### src/rtl/gpu_text_writer.sv
// Text-mode bus master for the GPU: writes one character word per cell at the text cursor,
// and runs the control-register copy/blank handshake with polling and timeout.
module gpu_text_writer #(
    parameter logic [7:0]  GPU_ADDR      = 8'h02,
    parameter logic [10:0] CTRL_OFFSET   = 11'd0,
    parameter logic [10:0] CHAR_BASE     = 11'd4,
    parameter int unsigned COLS          = 40,
    parameter int unsigned ROWS          = 30,
    parameter int unsigned POLL_INTERVAL = 16,
    parameter int unsigned POLL_LIMIT    = 65535
) (
    input  logic        clock,
    input  logic        resetN,
    input  logic [7:0]  charIn,
    input  logic [7:0]  attrIn,
    input  logic        charValid,
    output logic        charReady,
    input  logic        presentReq,
    input  logic        clearReq,
    input  logic        modeIn,
    input  logic [11:0] colorIn,
    output logic        presentDone,
    output logic        timeout,
    output logic [63:0] address,
    output logic [63:0] dataOut,
    input  logic [63:0] dataIn,
    output logic        write,
    output logic        read
);

    localparam int unsigned ColW  = $clog2(COLS);
    localparam int unsigned RowW  = $clog2(ROWS);
    localparam int unsigned WaitW = $clog2(POLL_INTERVAL + 1);
    localparam int unsigned PollW = $clog2(POLL_LIMIT + 1);
    localparam logic [63:0] CtrlAddr = {GPU_ADDR, 45'b0, CTRL_OFFSET};

    typedef enum logic [2:0] {StIdle, StWchar, StCwrite, StPwait, StPread, StDone} stateT;

    stateT            state;
    logic [RowW-1:0]  row;
    logic [ColW-1:0]  col;
    logic [WaitW-1:0] waitCnt;
    logic [PollW-1:0] pollCnt;
    logic             opClear;

    logic [10:0]     charOffset;
    logic [RowW-1:0] incRow;
    logic            lastCol;
    logic            accept;
    logic            printable;
    logic            unusedDataIn;

    assign charReady    = (state == StIdle) & ~presentReq & ~clearReq & resetN;
    assign accept       = charValid & charReady;
    assign printable    = (charIn >= 8'h20) && (charIn <= 8'h7E);
    assign unusedDataIn = ^dataIn[63:2];

    always_comb begin
        charOffset = CHAR_BASE + 11'(row) * 11'(COLS) + 11'(col);
        lastCol    = (col == ColW'(COLS - 1));
        incRow     = (row == RowW'(ROWS - 1)) ? '0 : row + RowW'(1);
    end

    always_ff @(posedge clock) begin
        if (!resetN) begin
            state       <= StIdle;
            row         <= '0;
            col         <= '0;
            waitCnt     <= '0;
            pollCnt     <= '0;
            opClear     <= 1'b0;
            timeout     <= 1'b0;
            presentDone <= 1'b0;
            write       <= 1'b0;
            read        <= 1'b0;
            address     <= '0;
            dataOut     <= '0;
        end else begin
            // Strobes and bus values are single-cycle; each state re-asserts what it needs.
            write       <= 1'b0;
            read        <= 1'b0;
            presentDone <= 1'b0;
            address     <= '0;
            dataOut     <= '0;
            unique case (state)
                StIdle: begin
                    if (clearReq || presentReq) begin
                        opClear <= clearReq;
                        pollCnt <= '0;
                        write   <= 1'b1;
                        address <= CtrlAddr;
                        dataOut <= {49'b0, colorIn, modeIn, clearReq ? 2'b10 : 2'b01};
                        state   <= StCwrite;
                    end else if (accept) begin
                        if (printable) begin
                            write   <= 1'b1;
                            address <= {GPU_ADDR, 45'b0, charOffset};
                            dataOut <= {48'b0, attrIn, charIn};
                            state   <= StWchar;
                        end else if (charIn == 8'h0A) begin
                            col <= '0;
                            row <= incRow;
                        end else if (charIn == 8'h0D) begin
                            col <= '0;
                        end
                    end
                end
                StWchar: begin
                    if (lastCol) begin
                        col <= '0;
                        row <= incRow;
                    end else begin
                        col <= col + ColW'(1);
                    end
                    state <= StIdle;
                end
                StCwrite: begin
                    waitCnt <= '0;
                    state   <= StPwait;
                end
                StPwait: begin
                    if (waitCnt == WaitW'(POLL_INTERVAL - 1)) begin
                        read    <= 1'b1;
                        address <= CtrlAddr;
                        state   <= StPread;
                    end else begin
                        waitCnt <= waitCnt + WaitW'(1);
                    end
                end
                StPread: begin
                    if (dataIn[1:0] == 2'b00) begin
                        presentDone <= 1'b1;
                        state       <= StDone;
                    end else if (pollCnt == PollW'(POLL_LIMIT)) begin
                        timeout     <= 1'b1;
                        presentDone <= 1'b1;
                        state       <= StDone;
                    end else begin
                        pollCnt <= pollCnt + PollW'(1);
                        waitCnt <= '0;
                        state   <= StPwait;
                    end
                end
                StDone: begin
                    if (opClear) begin
                        row <= '0;
                        col <= '0;
                    end
                    state <= StIdle;
                end
                default: state <= StIdle;
            endcase
        end
    end

endmodule

### config.mk
export PLATFORM = sky130hd
export DESIGN_NAME = gpu_text_writer
export DESIGN_NICKNAME = d
export VERILOG_FILES = /design/src/rtl/gpu_text_writer.sv
export SDC_FILE = /design/constraint.sdc
export NUM_CORES = 1
export LEC_CHECK = 0
export BUFFER_PORTS_ARGS = -buffer_cell sky130_fd_sc_hd__buf_2
export CORE_MARGIN = 2
export CORE_UTILIZATION = 40
export CTS_CLUSTER_DIAMETER = 50
export DETAILED_ROUTE_END_ITERATION = 6
export PLACE_DENSITY_LB_ADDON = 0.1
export SLEW_MARGIN = 20
export SYNTH_ARGS = -nofsm -noshare
export SYNTH_HDL_FRONTEND = slang
export SYNTH_SLANG_ARGS = --single-unit
### constraint.sdc
create_clock -name clock -period 4.16 [get_ports clock]
set_clock_uncertainty 0.1 [all_clocks]
set_input_delay 0.832 -clock clock [delete_from_list [all_inputs] [get_ports clock]]
set_output_delay 0.832 -clock clock [all_outputs]
set_load 0.02 [all_outputs]
# ---- After elaboration in Yosys (flattened, before gate mapping)
# Cells that the tools add are included.
dict set report classes {
  bitwise_logic 11
  mul 1
  muxes 46
  n_reduce_logical 19
  n_eq_ne 25
  add_sub_neg 6
  magnitude_cmp 2
}
# operator n
set op_table {}
lappend op_table {{2-to-1 mux 58 bit} 4}
lappend op_table {{one-hot mux 58 bit (2 select lines)} 1}
lappend op_table {{2-to-1 mux 5 bit} 10}
lappend op_table {{2-to-1 mux 16 bit} 3}
lappend op_table {{2-to-1 mux 15 bit} 3}
lappend op_table {{2-to-1 mux 6 bit} 7}
lappend op_table {{one-hot mux 16 bit (2 select lines)} 1}
lappend op_table {{one-hot mux 5 bit (3 select lines)} 2}
lappend op_table {{2-to-1 mux 3 bit} 6}
lappend op_table {{!= test 2 bit (second input constant)} 9}
lappend op_table {{one-hot mux 6 bit (3 select lines)} 1}
lappend op_table {{adder 16 x 1 -> 16 bit (second input constant)} 1}
lappend op_table {{equality test 16 bit (second input constant)} 1}
lappend op_table {{equality test 8 x 4 -> 1 bit (second input constant)} 2}
lappend op_table {{one-hot mux 3 bit (4 select lines)} 1}
lappend op_table {{adder 11 x 6 -> 11 bit} 1}
lappend op_table {{adder 3 x 11 -> 11 bit (first input constant)} 1}
lappend op_table {{adder 5 x 1 -> 5 bit (second input constant)} 2}
lappend op_table {{greater-or-equal comparator 8 x 6 -> 1 bit (second input constant)} 1}
lappend op_table {{less-or-equal comparator 8 x 7 -> 1 bit (second input constant)} 1}
lappend op_table {{multiplier 5 x 3 -> 8 bit (second input constant)} 1}
lappend op_table {{AND reduction 2 bit} 4}
lappend op_table {{AND reduction 4 bit} 2}
lappend op_table {{NOT 1 bit} 7}
lappend op_table {{other kinds (24)} 38}
dict set report totals {
  inputBits 98
  regBits 168
  wordCells 124
}

# ---- Depth between registers and ports, before layout
dict set report depth {
  ltp_word 8
  mapped_depth 8
  mapped_depth_nobuf 8
}

# ---- Worst setup path after synthesis
# OpenSTA, ideal clock, no wires.
dict set report synth_timing {
  kind {input port to output port}
  from {in clearReq}
  to {out charReady}
  stages 3
  path_slack_ns 1.661
  t_arrival_ns 1.567
  path_cell_list {or2_1 > buf_2 > nor2_2}
}
dict set report synth_between {
  elab_chain_cells 3
}
# item line_no
set synth_rtl {}
lappend synth_rtl {{from (decl)} 19} ;# input logic clearReq,
lappend synth_rtl {{NOT 1 bit} 53} ;# assign charReady = (state == StIdle) & ~presentReq & ~clearReq & resetN;
lappend synth_rtl {{AND 1 bit (2 in series)} 53}
lappend synth_rtl {{to (decl)} 17} ;# output logic charReady,
# Every way passes these cells.

# ---- Worst setup path in the final report
dict set report layout_timing {
  from {reg state[0]}
  to {out charReady}
}
dict set report layout_between {
  elab_chain_cells 4
}
# item line_no
set layout_rtl {}
lappend layout_rtl {{from (decl)} 39} ;# stateT state;
lappend layout_rtl {{from (signal assigned)} 66} ;# state <= StIdle;
lappend layout_rtl {{from (signal assigned)} 93} ;# state <= StCwrite;
lappend layout_rtl {{from (signal assigned)} 99} ;# state <= StWchar;
lappend layout_rtl {{logical NOT 3 bit} 53}
lappend layout_rtl {{AND 1 bit (3 in series)} 53}
# Every way passes these cells.

==> metrics.md <==
| Metric | Value |
|---|---|
| Remaining antenna violation count | 0 |
| Simple-gate area share of the yosys netlist | 0.200 |
| Worst-margin pin slew | 0.851 ns |
| Sequential-to-total area share from yosys stat | 0.316 |
| Number of cell rows | 37 |
| TritonCTS sink count | 68 |
| Count of TritonRoute iterations in the first routing pass | 4 |
| Min setup slack post-route | 1.17 ns |
| Synthesis-to-layout area growth | 5.29% |
| Final HPWL DP | 6470 µm |
| Total detailed-routing wirelength | 8830 µm |
| Reg2Reg Depth | 5 |
| I/O pin count | 231 |
| Number of nets in the layout | 686 |
| Number of hold violations in the final report | 0 |
| Fraction of synthesized area in multiplexers | 0.0163 |
| Yosys warns | 0 |
| Final Non-Filler Cells | 712 |
| Complex-gate fraction of the synthesized area | 0.183 |
| Effective utilization at floorplan | 0.415 |
| Top cell type by total area after synthesis | dfxtp_1 |
| End-of-flow core utilization | 0.437 |
| Upper clock frequency limit | 335 MHz |
| Share of synthesized registers carrying an async set or reset | 0 |
| Syn Inst Count | 509 |
| Top-area cell type share of the netlist area | 0.316 |
| Last element of the critical path | charReady |
| Root Buffer Master | clkbuf_8 |
| Cell leakage power | 2.05 nW |
| First element of the critical path | state[0]$_SDFFE_PN0P_ |
| Capture instance of the worst register-to-register path | row[2]$_SDFFE_PN0P_ |
| Slew Viols, Final | 0 |
| Pin count of the biggest net entering global routing | 27 |
| Worst slack after detailed placement | 1.19 ns |
| Maximum fanout count along the critical path | 19 |
| CTS HTree Levels | 3 |
| Count of state elements after synthesis | 68 |
| Cell Count Post-Placement | 696 |
| Floorplan die height | 108 µm |
| DRC viols | 0 |
| Power density of the placed cells | 327 mW/mm² |
| Global-route wire length before repair | 14,000 µm |
| GRT Overall Usage | 0.152 |
| Clock insertion delay at the later pin of the skew report | 0.36 ns |
| Antenna diode instance count | 0 |
| Post-route clock period utilization | 0.718 |
| Number of setup violations in the final report | 0 |
| Worst reg-to-reg setup slack | 1.81 ns |
| Setup TNS | 0 ns |
| Routed wire length per instance | 12.4 µm |
| Distinct cells, synth | 69 |
| # hold bufs at CTS | 0 |
| Number of enable-type register cells in the synthesized netlist | 0 |
| Worst setup EP type | primary output |
| Critical path startpoint category | flop |
| DRC marker count from the first detailed-route iteration | 81 |
| Worst min-delay path category | reg -> reg |
| CTS tree | done |
| Via count of the routed design | 3,347 |
| Post-cts repair resize count | 0 |
| Post-DR vias/cell | 4.70 |
| Worst path required time | 3.23 ns |
| Data arrival time at the worst-slack endpoint | 2.05 ns |
| Port Buffer Count | 68 |
| Synthesized-area fraction occupied by xor and xnor cells | 0.0203 |
| Post-Syn Area | 0.00430 mm² |
| Post-CTS Setup Inserts | 0 |
| Min Tclk post-route | 2.99 ns |
| Horizontal extent of the die | 108 µm |
| Largest vdd supply drop | 0.141 mV |
| Worst reg2reg startpoint | state[0]$_SDFFE_PN0P_ |
| Mean post-synth cell area | 8.46 µm² |
| Primary flip-flop cell chosen by synthesis mapping | dfxtp_1 |
| CTS clock-pin slew for the worst setup and hold paths | 0.07 ns |
| Remaining max-slew budget at the tightest pin | 0.433 |
| Worst-case clock buffer depth | 2 |
| Total grt overflow | 0 |
| Worst setup path class | reg -> out |
| Largest family of logic cells by synthesized area | buffers and inverters |
| Main area contributors after synthesis | dfxtp_1, buf_4, nand2_1 |
| Core Area | 0.0104 mm² |
| TritonCTS buffer count | 9 |
| Adder-cell area share of the yosys netlist | 0.0529 |
| MaxCap Viol Count | 0 |
| Routability congestion estimate from global placement | 0.818 |
| Initial antenna violation count | 0 |
| Unrepaired setup endpoints after global routing | no |
| Fraction of final layout cells with drive strength greater than 1 | 0.179 |
| Via count of the first global-routing pass | 2,984 |
| Die Area | 0.0116 mm² |
| Result of the run | finished clean |
==> stage by stage <==
| stage | power, mW | cell area, µm² | hold WS, ns |
|---|---|---|---|
| after floorplan | 0.948 | 4680 | 0.342 |
| after global placement | 0.924 | 4330 | 0.353 |
| after detailed placement | 0.927 | 4330 | 0.362 |
| after CTS | 1.51 | 4530 | 0.372 |
| after global routing | 1.55 | 4530 | 0.393 |
| final | 1.48 | 4530 | 0.368 |
==> area by class of cell <==
cell class	instances	area, µm²
fill	1088	5840
multi-input combinational	412	2410
sequential	68	1360
timing repair buffer	69	348
tap	136	170
clock buffer	12	155
clock inverter	4	47.5
inverter	11	41.3
==> sequential cells by signal, summed over array words and instances, names as in the netlist <==
| signal | cells |
|---|---|
| pollCnt | 16 |
| timeout | 1 |
| dataOut | 16 |
| col | 6 |
| presentDone | 1 |
| address | 12 |
| waitCnt | 5 |
| opClear | 1 |
| write | 1 |
| read | 1 |
| row | 5 |
| state | 3 |
==> worst min-delay path by stage <==
stage | startpoint | end | cells past startpoint
finish | waitCnt[4]$_SDFFE_PN0P_ | waitCnt[4]$_SDFFE_PN0P_ | 2
global route | waitCnt[4]$_SDFFE_PN0P_ | waitCnt[4]$_SDFFE_PN0P_ | 2
CTS | waitCnt[4]$_SDFFE_PN0P_ | waitCnt[4]$_SDFFE_PN0P_ | 2
detailed placement | waitCnt[4]$_SDFFE_PN0P_ | waitCnt[4]$_SDFFE_PN0P_ | 2
global placement | waitCnt[4]$_SDFFE_PN0P_ | waitCnt[4]$_SDFFE_PN0P_ | 2
floorplan | opClear$_SDFFE_PN0P_ | opClear$_SDFFE_PN0P_ | 1
==> critical path: stages (launching register included) <==
cell	delay, ns
dfxtp_1	0.54
nor3_4	0.52
nand2_1	0.21
nor2_2	0.21
buf_2	0.21
==> cell usage in the layout, fill, tap and decap left out, types with 5 or more instances in the layout <==
| cell | count |
|---|---|
| a211oi_1 | 8 |
| a21o_1 | 10 |
| a21oi_1 | 40 |
| and3_1 | 10 |
| buf_2 | 68 |
| clkbuf_8 | 11 |
| conb_1 | 100 |
| dfxtp_1 | 68 |
| ha_1 | 15 |
| inv_1 | 10 |
| mux2i_1 | 7 |
| nand2_1 | 60 |
| nand2b_1 | 7 |
| nand3_1 | 22 |
| nor2_1 | 33 |
| nor3_1 | 6 |
| o21ai_1 | 5 |
| xnor2_1 | 6 |
==> power breakdown <==
group | internal, mW | total (mW) | switching, mW
sequential | 0.665 | 0.679 | 0.0140
clock | 0.308 | 0.568 | 0.260
combinational | 0.0517 | 0.233 | 0.181
total | 1.02 | 1.48 | 0.455
==> kinds of logic (layout without fill, tap and decap cells) <==
| family | Yosys count | after routing |
|---|---|---|
| AO/OA/AOI/OAI | 108 | 108 |
| multiplexers | 7 | 7 |
| XOR/XNOR | 10 | 10 |
| buffers and inverters | 128 | 96 |
| flip-flops | 68 | 68 |
| other | 1 | 100 |
| adder cells (fa/ha/maj) | 17 | 17 |
| AND/OR/NAND/NOR | 170 | 170 |
==> synthesized netlist by cell type, types with 5 or more instances <==
cell type	number
mux2i_1	7
nand3_1	22
nor3_1	6
inv_1	10
xnor2_1	6
a21o_1	10
o21ai_1	5
and3_1	10
nand2b_1	7
dfxtp_1	68
nand2_1	60
nor2_1	33
clkbuf_1	6
ha_1	15
buf_6	6
a21oi_1	40
a211oi_1	8
buf_4	100
==> metal layers <==
layer / wire (µm) / global-route usage
met5: 0 / 0
met4: 155 / 0.0641
met3: 599 / 0.0363
met2: 3930 / 0.238
met1: 4150 / 0.199
(Power assumes the default switching activity.)
